**config.mk**
```make
export PLATFORM = sky130hd
export DESIGN_NAME = cdb_arbiter
export DESIGN_NICKNAME = d
export VERILOG_FILES = /design/src/rtl/cdb_arbiter.sv
export SDC_FILE = /design/constraint.sdc
export NUM_CORES = 1
export LEC_CHECK = 0
export ABC_AREA = 1
export BUFFER_PORTS_ARGS = -buffer_cell sky130_fd_sc_hd__buf_2
export CORE_AREA = 2 2 168 170
export DETAILED_ROUTE_END_ITERATION = 16
export DIE_AREA = 0 0 170 172
export PLACE_DENSITY = 0.7
export SKIP_LAST_GASP = 1
export SLEW_MARGIN = 5
export SYNTH_ARGS = -nofsm -noshare
export SYNTH_HDL_FRONTEND = slang
export SYNTH_SLANG_ARGS = --single-unit
```
**constraint.sdc**
```tcl
create_clock -name clk -period 3.83 [get_ports clk]
set_input_delay 0 -clock clk [delete_from_list [all_inputs] [get_ports clk]]
set_output_delay 0 -clock clk [all_outputs]
set_load 0.05 [all_outputs]
```
**src/rtl/cdb_arbiter.sv**
```systemverilog
// Round-robin arbiter granting up to NUM_CDB completed FUB results per cycle onto a registered CDB.
// Optional starvation guard enabled by defining CDB_STARVE_GUARD_EN.
module cdb_arbiter #(
    parameter int unsigned NUM_FUB = 4,
    parameter int unsigned NUM_CDB = 2,
    parameter int unsigned DATA_W  = 64,
    parameter int unsigned TAG_W   = 6
`ifdef CDB_STARVE_GUARD_EN
    ,
    parameter int unsigned STARVE_LIMIT = 4
`endif
) (
    input  logic                        clk,
    input  logic                        reset,
    input  logic [NUM_FUB-1:0]          fub_valid,
    input  logic [NUM_FUB*DATA_W-1:0]   fub_result,
    input  logic [NUM_FUB*TAG_W-1:0]    fub_tagDest,
    input  logic                        cdb_flush,
    output logic [NUM_FUB-1:0]          cdb_stall,
    output logic [NUM_CDB-1:0]          cdb_valid,
    output logic [NUM_CDB*TAG_W-1:0]    cdb_tag,
    output logic [NUM_CDB*DATA_W-1:0]   cdb_value
);

    localparam int unsigned PTR_W = (NUM_FUB > 1) ? $clog2(NUM_FUB) : 1;

    logic [PTR_W-1:0]   rr_ptr;
    logic [PTR_W-1:0]   rr_next;
    logic [NUM_FUB-1:0] granted;
    logic [NUM_CDB-1:0] port_vld;
    logic [PTR_W-1:0]   port_src [NUM_CDB];
    logic [TAG_W-1:0]   tag_arr  [NUM_FUB];
    logic [DATA_W-1:0]  res_arr  [NUM_FUB];

    for (genvar g = 0; g < NUM_FUB; g++) begin : g_unpack
        assign tag_arr[g] = fub_tagDest[g*TAG_W +: TAG_W];
        assign res_arr[g] = fub_result[g*DATA_W +: DATA_W];
    end

    // Circular source index: (base + off) mod NUM_FUB, off < NUM_FUB.
    function automatic logic [PTR_W-1:0] wrap_idx(input logic [PTR_W-1:0] base,
                                                  input int unsigned     off);
        int unsigned sum;
        sum = 32'(base) + off;
        if (sum >= NUM_FUB) begin
            sum = sum - NUM_FUB;
        end
        return PTR_W'(sum);
    endfunction

`ifdef CDB_STARVE_GUARD_EN
    localparam int unsigned WCNT_W = 3;

    logic [WCNT_W-1:0]  wait_cnt [NUM_FUB];
    logic [NUM_FUB-1:0] starved;

    for (genvar g = 0; g < NUM_FUB; g++) begin : g_starved
        assign starved[g] = 32'(wait_cnt[g]) >= STARVE_LIMIT;
    end

    // Saturating wait counters: count stalled cycles, clear on transfer or idle.
    always_ff @(posedge clk or posedge reset) begin
        if (reset) begin
            for (int unsigned i = 0; i < NUM_FUB; i++) begin
                wait_cnt[i] <= '0;
            end
        end else begin
            for (int unsigned i = 0; i < NUM_FUB; i++) begin
                if (!fub_valid[i] || !cdb_stall[i]) begin
                    wait_cnt[i] <= '0;
                end else if (wait_cnt[i] != '1) begin
                    wait_cnt[i] <= wait_cnt[i] + WCNT_W'(1);
                end
            end
        end
    end
`endif

    // Grant selection: starved sources first (if enabled), then circular scan from rr_ptr.
    always_comb begin
        int unsigned      n;
        logic [PTR_W-1:0] idx;
        granted  = '0;
        port_vld = '0;
        rr_next  = rr_ptr;
        n        = 0;
        idx      = '0;
        for (int unsigned k = 0; k < NUM_CDB; k++) begin
            port_src[k] = '0;
        end
`ifdef CDB_STARVE_GUARD_EN
        for (int unsigned i = 0; i < NUM_FUB; i++) begin
            if (fub_valid[i] && starved[i] && n < NUM_CDB) begin
                granted[i] = 1'b1;
                for (int unsigned k = 0; k < NUM_CDB; k++) begin
                    if (k == n) begin
                        port_vld[k] = 1'b1;
                        port_src[k] = PTR_W'(i);
                    end
                end
                n = n + 1;
            end
        end
`endif
        for (int unsigned j = 0; j < NUM_FUB; j++) begin
            idx = wrap_idx(rr_ptr, j);
            if (fub_valid[idx] && !granted[idx] && n < NUM_CDB) begin
                granted[idx] = 1'b1;
                for (int unsigned k = 0; k < NUM_CDB; k++) begin
                    if (k == n) begin
                        port_vld[k] = 1'b1;
                        port_src[k] = idx;
                    end
                end
                n       = n + 1;
                rr_next = wrap_idx(idx, 1);
            end
        end
    end

    // Flush and reset block every transfer, including from idle sources.
    assign cdb_stall = (reset || cdb_flush) ? '1 : (fub_valid & ~granted);

    always_ff @(posedge clk or posedge reset) begin
        if (reset) begin
            rr_ptr <= '0;
        end else if (!cdb_flush) begin
            rr_ptr <= rr_next;
        end
    end

    // Broadcast registers; idle ports carry zero tag/value.
    always_ff @(posedge clk or posedge reset) begin
        if (reset) begin
            cdb_valid <= '0;
            cdb_tag   <= '0;
            cdb_value <= '0;
        end else if (cdb_flush) begin
            cdb_valid <= '0;
            cdb_tag   <= '0;
            cdb_value <= '0;
        end else begin
            for (int unsigned k = 0; k < NUM_CDB; k++) begin
                cdb_valid[k]                  <= port_vld[k];
                cdb_tag[k*TAG_W +: TAG_W]     <= port_vld[k] ? tag_arr[port_src[k]] : '0;
                cdb_value[k*DATA_W +: DATA_W] <= port_vld[k] ? res_arr[port_src[k]] : '0;
            end
        end
    end

endmodule

```
# After elaboration in Yosys (flattened, before gate mapping)

Index checks and enable logic that the tools add are counted.
Widths: inputs -> output; s select.

Add/subtract/negate cells: 17
Multiply operators: 0
Div/mod/pow operators: 0
$lt $le $gt $ge: 21
Eq/ne operators: 3
Shift-type cells: 0
Multiplexer cells: 83
Bitwise logic cells: 8
Reductions and logical operators: 21

Operators with widths:

| cell                  | count |
|---|---|
| $mux 64               | 6 |
| $bmux 64 s2           | 2 |
| $mux 128              | 1 |
| $eq 1x32->1 const A   | 3 |
| $logic_not 32->1      | 3 |
| $lt 32x2->1 const B   | 3 |
| $add 32x1->32 const B | 2 |
| $mux 32               | 2 |
| $mux 2                | 23 |
| $mux 6                | 6 |
| $mux 4                | 8 |
| $ge 3x3->1 const B    | 9 |
| $bmux 6 s2            | 2 |
| $mux 1                | 20 |
| $bmux 1 s2            | 8 |
| $sub 2x1->2 const B   | 8 |
| $add 2x1->3 const B   | 5 |
| $lt 2x3->1 const B    | 4 |
| $mux 12               | 1 |
| $or 4x4->4            | 3 |
| $logic_and 1x1->1     | 11 |
| $demux 1 s2           | 4 |
| $ge 2x1->1 const B    | 4 |
| $add 2x2->3 const B   | 2 |
| 9 further kinds       | 13 |

Bits in registers: 144
Latch bits: 0
Bits in writable memories: 0
Memory bits (read-only): 0
Input bits: 287
Memories: 0

# Depth between registers and ports, before layout

Gate-level depths: netlist of run 1.

Depth after elaboration: 31
Mapped depth: 27

# Worst setup path after synthesis of run 1

No wires, ideal clock.

Kind: reg-to-reg
Start point: reg rr_ptr[0]
End point: reg cdb_value[118]
Arrival time: 3.573 ns
Data required time: 3.713 ns
Setup slack: 0.140 ns
Stages on the path, launching flop included: 23
Path buffers: 5
Period minus slack after synthesis: 3.690 ns
Cells stage by stage: dfrtp_1 > buf_4 > inv_4 > ha_1 > inv_1 > nor2_1 > nand3_2 > nand2_2 > buf_6 > ha_1 > nor3_1 > nand3_2 > buf_4 > o21ai_1 > inv_2 > o21ai_1 > nand2_2 > nand2_1 > buf_2 > buf_4 > nor2_1 > nor2_1 > nor2_1

Word-level cells in the longest chain between the ends: 31

RTL lines:

| element                                              | RTL line | source |
|---|---|---|
| from (decl)                                          | 27       | `logic [PTR_W-1:0] rr_ptr;` |
| from (signal assigned)                               | 128      | `rr_ptr <= rr_next;` |
| branches (longest 29 deep; another with $lt 32x2->1) | n/a      |  |
| $mux 64 *                                            | 146      | `cdb_value[k*DATA_W +: DATA_W] <= port_vld[k] ? res_arr[port_src[k]] : '0;` |
| $mux 128 *                                           | 138      | `end else if (cdb_flush) begin` |
| to (signal, indexed assignment)                      | 146      |  |
| to (decl)                                            | 22       | `output logic [NUM_CDB*DATA_W-1:0] cdb_value` |

Every way passes the cells marked *. The select of a mux whose other input is x is not followed.
A chain may end at the register's enable or synchronous reset.

# Final worst setup path of run 1

Start point: reg rr_ptr[0]
End point: reg cdb_value[108]

Same word-level chain as after synthesis.

==> impl_metrics.tcl, run 1 <==
set metrics [dict create \
    vias 15641 \
    clockRootBuffer "clkbuf_16" \
    num_io_pins 433 \
    fillerInstances 2328 \
    reg2reg_setup_slack_ns 0.20 \
    wl_per_cell_um 18.87 \
    clockBufferDepth 2 \
    hp-class "input pin to flop" \
    relSlewSlack 0.4119 \
    r2r-start "rr_ptr[0]$_DFFE_PP0P_" \
    timing.fmax_mhz 275.3 \
    num_rows 61 \
    syn_avg_cell_area_um2 6.052 \
    grtUsageTotal 0.3474 \
    yosys_register_bits 144 \
    drive_gt1_frac 0.2302 \
    synth_most_common_cell "nand2_1" \
    setup_tns_ns 0 \
    dpl.hpwl_um 31430 \
    via_per_inst 5.564 \
    ys_async_sr_fraction 1.000 \
    critPathMaxFanout 20 \
    rsz0062_at_grt "yes" \
    post-route-drc-count 0 \
    worstPathArrival_ns 3.95 \
    multiInputGateArea_um2 6274 \
    cp-end-kind "flop" \
    post-route-min-period_ns 3.633 \
    tightest_slew_ns 0.8821 \
    gp_congestion 0.8861 \
    clkLatencyLatePin_ns 0.45 \
    crit_path_start_kind "flop" \
    hold_viol 0 \
    grt_pass1_wl_um 79420 \
    cts_sinks 144 \
    fin_crit_sh 0.9486 \
    synth_area_um2 10850 \
    wl_um 53040 \
    yosysTopAreaCellShare 0.3321 \
    first_pass_iters 10 \
    antenna_found_initial 1 \
    r2r-end "cdb_value[108]$_DFF_PP0_" \
    utilization 0.6217 \
    initial_core_util 0.3949 \
    final_antenna_net_count 0 \
    synth.net_count 2093 \
    gr-total-overflow 0 \
    setup_viol 0 \
    yosysWarnings 0 \
    clkTransAtPathRegs_ns 0.06 \
    ys_seq_area_frac 0.3321 \
    die_width_um 170 \
    ys.flop_type "dfrtp_1" \
    synthTopCellsByCount "nand2_1 (471), nand3_1 (441), nor2_1 (431), dfrtp_1 (144), inv_1 (94)" \
    max_cap_viol_count 0 \
    slew_violations 0 \
    portBuffers 432 \
    cp.required_ns 4.15 \
    fin_nets 2750 \
    drt_iter0_drc 1922 \
    syn_inst 1793 \
    synth_cell_types 30 \
    grt_max_degree 85 \
    cts_buffers 17 \
    reg2reg_depth 20 \
    outcome "finished clean" \
    cp-startpoint "rr_ptr[0]$_DFFE_PP0P_" \
    area_delta_synth_final_pct 57.41 \
    criticalPathCategory "flop to flop" \
    synth_area_leaders "dfrtp_1 (33%), nand3_1 (20%), nand2_1 (16%)" \
    crit_path_end "cdb_value[108]$_DFF_PP0_" \
    htree_levels 4 \
    die_area_um2 29240 \
    cts_tree "built" \
    regArea_um2 3603 \
    synth_edf_count 0 \
    yosys.area.top_type "dfrtp_1" \
    skew_ns 0.01421 \
    die_h_um 172 \
    core_um2 27480 \
    grt_pass1_vias 15161 \
]
-- cells in the final DEF, fill, tap and decap left out, types with 7 or more instances in the layout --
cell and n:
dlygate4sd3_1 281, a21oi_1 9, nor2_1 430, inv_2 8, buf_12 19, nand3_2 7
buf_4 28, nand2_1 462, dfrtp_1 144, nand2_2 9, clkbuf_16 19, buf_2 431
inv_1 93, ha_1 13, nand4_1 9, nand3_1 440
-- per-stage QoR --
step / hold WS, ns / setup WS [ns] / cell area [um2] / instances
after floorplan: 0.1626 / 0.1403 / 10860 / 1793
after global placement: 0.1848 / 0.1245 / 13480 / 2493
after detailed placement: 0.1943 / 0.08306 / 13480 / 2493
after CTS: 0.04556 / 0.02250 / 16910 / 2806
after global routing: 0.07560 / -0.001062 / 17080 / 2810
final: 0.06098 / 0.1970 / 17080 / 2811
-- cell type report --
type,count,area share
Multi-Input combinational cell,1413,0.3673
Timing Repair Buffer,771,0.3376
Sequential cell,144,0.2110
Clock buffer,20,0.02615
Tap cell,346,0.02534
Inverter,103,0.02300
Clock inverter,12,0.009376
Antenna cell,2,0.0002930
-- kinds of logic after synthesis --
kind of cell / share of synthesized area
simple gates: 0.5375
buf+inv: 0.09893
flops: 0.3321
compound gates: 0.01384
fa+ha+maj: 0.01499
mux: 0.001845
xor+xnor: 0.0008072
-- worst min-delay path by stage --
stage / slack (ns) / endpoint / cells past startpoint / start
final: 0.06 / rr_ptr[1]$_DFFE_PP0P_ / 4 / cdb_flush
after global routing: 0.08 / rr_ptr[1]$_DFFE_PP0P_ / 4 / cdb_flush
after CTS: 0.05 / rr_ptr[1]$_DFFE_PP0P_ / 4 / cdb_flush
after detailed placement: 0.19 / cdb_value[20]$_DFF_PP0_ / 3 / reset
after global placement: 0.18 / cdb_value[20]$_DFF_PP0_ / 3 / reset
after floorplan: 0.16 / cdb_value[62]$_DFF_PP0_ / 3 / cdb_flush
-- sequential cells by signal, summed over array words and instances (netlist names) --
| signal | flops |
|---|---|
| cdb_valid | 2 |
| cdb_value | 128 |
| cdb_tag | 12 |
| rr_ptr | 2 |
-- worst max-delay path, stage by stage, from the launching register on --
cell     delay (ns)
dfrtp_1        0.42
buf_4          0.20
nand2_1        0.11
nand3_2        0.11
nand2_4        0.15
nand3_1        0.09
nand3_1        0.14
nand2_4        0.11
ha_1           0.22
nor3_2         0.18
buf_4          0.18
nand4_1        0.13
nand3_1        0.10
nand3_1        0.17
nand3_4        0.25
nand2_4        0.21
nand2_8        0.20
buf_16         0.18
nor2_1         0.07
nor2_1         0.18
nor2_1         0.09
-- metal layers --
metal | global-route usage | wire [um]
met1 | 0.4064 | 19470
met2 | 0.5642 | 24150
met3 | 0.08881 | 5791
met4 | 0.2349 | 3625
met5 | 0 | 0
-- timing repair --
action | 4_1_cts | 5_1_grt
hold buffers | 281 | 0
endpoints found under the setup margin | 2 | 144
endpoints found under the hold margin | 284 | 0
setup buffers | 0 | 1
cloned | 0 | 2
gates resized for setup | 1 | 25
pin swaps | 0 | 4
Power of run 1 is left out: the tool's default activity adds up to more than one toggle a clock period on the data nets, which glitch-free logic cannot reach.
==> run 2, diff against run 1 <==
--- a/config.mk
+++ b/config.mk
@@ -6,11 +6,10 @@
 export NUM_CORES = 1
 export LEC_CHECK = 0
 export ABC_AREA = 1
-export BUFFER_PORTS_ARGS = -buffer_cell sky130_fd_sc_hd__buf_2
-export CORE_AREA = 2 2 168 170
+export CORE_AREA = 2 2 170 172
 export DETAILED_ROUTE_END_ITERATION = 16
-export DIE_AREA = 0 0 170 172
-export PLACE_DENSITY = 0.7
+export DIE_AREA = 0 0 172 174
+export DONT_BUFFER_PORTS = 1
 export SKIP_LAST_GASP = 1
 export SLEW_MARGIN = 5
 export SYNTH_ARGS = -nofsm -noshare
==> impl_metrics.tcl, run 2 (synthesized netlist as in run 1, its figures left out) <==
set metrics [dict create \
    outcome "finished clean" \
    skew_ns 0.01461 \
    hp-class "input pin to async pin" \
    clkTransAtPathRegs_ns 0.07 \
    die_width_um 172 \
    dpl.hpwl_um 28740 \
    dp_slack_ns -0.01266 \
    final_antenna_net_count 0 \
    crit_path_frequent_cell "nand2_1" \
    setup_viol 0 \
    clockRootBuffer "clkbuf_16" \
    top_regs "cdb_value x128, cdb_tag x12" \
    core_um2 28240 \
    clockBufferDepth 2 \
    worstPathArrival_ns 3.95 \
    antenna_found_initial 5 \
    cts_sinks 144 \
    drive_gt1_frac 0.07485 \
    grtUsageMet2 0.5052 \
    top_register "cdb_value" \
    cp-end-kind "flop" \
    grt_pass1_vias 13162 \
    crit_path_start_kind "flop" \
    slew_violations 0 \
    fin_nets 2331 \
    portBuffers 0 \
    via_per_inst 5.716 \
    slowest_delay_ns 0.43 \
    worstPathCellList "inv_4 > ha_2 > inv_1 > nor2_1 > nand3_2 > nand2_4 > buf_4 > inv_1 > ha_1 > inv_1 > nand2_1 > nand2_1 > nor2_4 > nand2_1 > o21ai_1 > nand2_2 > buf_4 > buf_4 > nand3_1 > nand3_1 > nand2_1 > nor2_1" \
    grt_max_degree 103 \
    wl_per_cell_um 20.89 \
    area_delta_synth_final_pct 41.59 \
    num_io_pins 433 \
    initial_core_util 0.3843 \
    largest_reg_flops 128 \
    tightest_slew_ns 1.068 \
    timing.hold.ws_ns 0.2777 \
    mostFrequentLayoutCells "nand2_1 (460), nand3_1 (439), nor2_1 (429)" \
    vias 13918 \
    post-route-drc-count 0 \
    fillerInstances 2654 \
    die_h_um 174 \
    setup_slack_ns 0.2413 \
    post-route-min-period_ns 3.589 \
    grtUsageTotal 0.3068 \
    slowest_stage "dfrtp_1" \
    hold_viol 0 \
    cts_tree "built" \
    num_rows 62 \
    utilization 0.5441 \
    busiest_layer "met2" \
    cp.required_ns 4.19 \
    max_cap_viol_count 0 \
    htree_levels 4 \
    cts_buffers 17 \
    relSlewSlack 0.2863 \
    wl_um 50880 \
    critPathMaxFanout 20 \
    gp_congestion 0.9283 \
    gr-total-overflow 0 \
    criticalPathCategory "flop to flop" \
    drt_iter0_drc 1720 \
    first_pass_iters 7 \
    use_met3 0.08470 \
    die_area_um2 29930 \
    fin_crit_sh 0.9370 \
    timing.fmax_mhz 278.7 \
    grt_pass1_wl_um 72150 \
    layout_commonest_cell "nand2_1" \
    clkLatencyLatePin_ns 0.44 \
    use_met1 0.3621 \
]
==> run 2: cell types whose count changed in the layout (fill, tap and decap cells not counted), sizes merged <==
| cell | previous run | this run |
|---|---|---|
| clkbuf | 22 | 30 |
| buf | 488 | 58 |
| dlygate4sd3 | 281 | 282 |
| clkinv | 4 | 6 |
| diode | 2 | 7 |
==> run 2: path summary, 6_finish.rpt <==
| check | cells after the start | slack (ns) | to | from |
|---|---|---|---|---|
| min in group clk | 3 | 0.29 | cdb_stall[1] | reset |
| worst min register to register | 3 | 0.77 | rr_ptr[1]$_DFFE_PP0P_ | rr_ptr[1]$_DFFE_PP0P_ |
| worst max-delay path | 22 | 0.24 | cdb_value[84]$_DFF_PP0_ | rr_ptr[0]$_DFFE_PP0P_ |
| max in group asynchronous | 3 | 2.36 | cdb_value[119]$_DFF_PP0_ | reset |
| worst min-delay path | 2 | 0.28 | rr_ptr[0]$_DFFE_PP0P_ | reset |
| worst max register to register | 22 | 0.24 | cdb_value[84]$_DFF_PP0_ | rr_ptr[0]$_DFFE_PP0P_ |
==> run 2: area by class of cell <==
type	count	area, um2	area share
Tap cell	384	480.5	0.03127
Clock buffer	18	439.2	0.02858
Inverter	103	397.9	0.02590
Clock inverter	14	162.7	0.01059
Antenna cell	7	17.52	0.001140
Sequential cell	144	3603	0.2345
Multi-Input combinational cell	1413	6301	0.4101
Timing Repair Buffer	352	3963	0.2579
==> run 2: worst max-delay path: cells and delay by family, from the launching register on <==
family | cells | cell delay, ns
simple gates | 12 | 1.40
buf+inv | 7 | 0.86
fa+ha+maj | 2 | 0.72
flops | 1 | 0.43
compound gates | 1 | 0.08
==> run 2: through the flow <==
step	instance area (um2)	std cells	setup TNS, ns
detailed placement	11430	2094	-0.01266
global placement	11430	2094	0
global route	15360	2433	-0.05335
floorplan	10860	1793	0
CTS	14860	2409	0
finish	15360	2435	0
==> run 2: repair_timing <==
item / CTS / global route
hold endpoints to repair: 186 / 0
setup endpoints to repair: 1 / 144
hold buffers: 282 / 0
pin swaps: 1 / 6
gates resized for setup: 0 / 30
cloned: 0 / 12
buffers inserted: 1 / 7
==> run 2: layer usage <==
metal	vias up	wire length, um
li1	6170	-
met1	6329	18130
met2	1141	23590
met3	278	6203
met4	0	2949
met5	-	0
Power of run 2 is left out for the same reason.
==> run 3, diff against run 2 <==
--- a/config.mk
+++ b/config.mk
@@ -6,9 +6,9 @@
 export NUM_CORES = 1
 export LEC_CHECK = 0
 export ABC_AREA = 1
-export CORE_AREA = 2 2 170 172
+export CORE_MARGIN = 1
+export CORE_UTILIZATION = 40
 export DETAILED_ROUTE_END_ITERATION = 16
-export DIE_AREA = 0 0 172 174
 export DONT_BUFFER_PORTS = 1
 export SKIP_LAST_GASP = 1
 export SLEW_MARGIN = 5
==> constraint.sdc (replaced) <==
create_clock -name clk -period 4.5 [get_ports clk]
set_input_delay 0 -clock clk [delete_from_list [all_inputs] [get_ports clk]]
set_output_delay 0 -clock clk [all_outputs]
set_load 0.05 [all_outputs]
==> impl_metrics.tcl, run 3 (synthesized netlist as in run 1, its figures left out) <==
set metrics [dict create \
    outcome "finished clean" \
    fin_crit_sh 0.9399 \
    die_width_um 166.7 \
    grt_max_degree 102 \
    dr_wl_met2_um 22580 \
    clockBufferDepth 2 \
    relSlewSlack 0.3095 \
    reg2reg_setup_slack_ns 0.27 \
    grt_pass1_vias 13342 \
    drive_gt1_frac 0.06146 \
    grt_pass1_wl_um 73150 \
    mostFrequentLayoutCells "nand2_1 (463), nand3_1 (439), nor2_1 (431)" \
    fillerInstances 2385 \
    post-route-drc-count 0 \
    vias 13642 \
    top_register "cdb_value" \
    setup_tns_ns 0 \
    timing.hold.ws_ns 0.2962 \
    num_io_pins 433 \
    clkTransAtPathRegs_ns 0.07 \
    critPathMaxFanout 30 \
    antenna_found_initial 3 \
    hold_viol 0 \
    die_h_um 166.7 \
    tightest_slew_ns 1.036 \
    r2r-start "rr_ptr[0]$_DFFE_PP0P_" \
    cts_tree "built" \
    via_per_inst 5.710 \
    timing.fmax_mhz 236.4 \
    m1WireLength_um 18190 \
    top_regs "cdb_value x128, cdb_tag x12" \
    skew_ns 0.01552 \
    slew_violations 0 \
    cp-end-kind "flop" \
    final_antenna_net_count 0 \
    rsz0062_at_grt "no" \
    r2r-end "cdb_value[73]$_DFF_PP0_" \
    setup_viol 0 \
    cts_buffers 17 \
    wl_per_cell_um 20.13 \
    routed.top_layer "met4" \
    worstPathArrival_ns 4.58 \
    area_delta_synth_final_pct 38.11 \
    dpl.hpwl_um 28510 \
    reg2reg_depth 22 \
    largest_reg_flops 128 \
    portBuffers 0 \
    gr-total-overflow 0 \
    wl_um 48090 \
    criticalPathCategory "flop to flop" \
    first_pass_iters 8 \
    cp.required_ns 4.85 \
    gp_congestion 0.8884 \
    crit_path_start_kind "flop" \
    post-route-min-period_ns 4.230 \
    htree_levels 4 \
    grtUsageTotal 0.3324 \
    num_rows 59 \
    max_cap_viol_count 0 \
    layout_commonest_cell "nand2_1" \
    wl_met3_um 5098 \
    hp-class "input pin to async pin" \
    core_um2 26350 \
    clockRootBuffer "clkbuf_16" \
    die_area_um2 27790 \
    cts_sinks 144 \
    drt_iter0_drc 1701 \
    initial_core_util 0.4118 \
    clkLatencyLatePin_ns 0.43 \
    fin_nets 2338 \
]
-- run 3: cell types whose count changed in the layout (fill, tap and decap cells not counted), moves of 2 or more --
cell,delta
nand2_2,-3
dlygate4sd3_1,+27
diode_2,-3
nand2_1,+3
buf_4,+7
clkbuf_16,-8
nor2_1,+2
buf_16,-2
inv_6,+5
clkinv_2,-5
buf_12,-17
-- run 3: worst max path at each step --
stage,endpoint,cells past startpoint,from
final,cdb_value[73]$_DFF_PP0_,22,rr_ptr[0]$_DFFE_PP0P_
after CTS,cdb_value[47]$_DFF_PP0_,22,rr_ptr[0]$_DFFE_PP0P_
after detailed placement,cdb_value[18]$_DFF_PP0_,22,rr_ptr[0]$_DFFE_PP0P_
after global routing,cdb_value[47]$_DFF_PP0_,22,rr_ptr[0]$_DFFE_PP0P_
after global placement,cdb_value[113]$_DFF_PP0_,22,rr_ptr[0]$_DFFE_PP0P_
after floorplan,cdb_tag[0]$_DFF_PP0_,1,reset
-- run 3: layout make-up --
class,instances,area (um2),share of cell area
timing repair buffer,359,3686,0.2460
multi-input combinational,1413,6285,0.4194
tap,335,419.2,0.02797
clock inverter,13,150.1,0.01002
clock buffer,18,439.2,0.02930
sequential,144,3603,0.2404
antenna,4,10.01,0.0006679
inverter,103,394.1,0.02630
-- run 3: critical path, cell delays in order, from the launching register on --
cell,delay (ns)
dfrtp_1,0.42
buf_6,0.19
nand2_1,0.11
nand3_2,0.12
nand2_4,0.16
nand3_1,0.09
nand3_1,0.13
nand2_4,0.13
ha_2,0.22
nor3_4,0.25
buf_4,0.18
nand4_1,0.14
nand3_1,0.13
nand3_1,0.19
nand2_1,0.18
nor2_4,0.09
nand2_2,0.07
buf_4,0.34
nand3_1,0.12
nand3_1,0.09
dlygate4sd3_1,0.55
nand2_1,0.07
nor2_1,0.15
-- run 3: per-layer routing --
metal,global-route usage,up-vias
li1,-,6164
met1,0.3996,6269
met2,0.5497,1015
met3,0.08151,194
met4,0.1747,0
met5,0,-
-- run 3: per-stage QoR --
step / cell area, um2 / util / instances / setup slack, ns
after floorplan: 10850 / - / 1793 / 0.6337
after global placement: 11050 / 0.4193 / 2034 / 0.2667
after detailed placement: 11050 / 0.4193 / 2034 / 0.2581
after CTS: 14730 / 0.5590 / 2374 / 0.02521
after global routing: 14980 / 0.5686 / 2388 / 0.01027
final: 14990 / 0.5687 / 2389 / 0.2704
-- run 3: repair_timing --
| item | CTS | global route |
|---|---|---|
| resized for setup | 0 | 15 |
| hold endpoints to repair | 244 | 0 |
| hold buffers | 309 | 0 |
| setup buffers | 0 | 7 |
| endpoints found under the setup margin | 0 | 134 |
Power of run 3 is left out for the same reason.
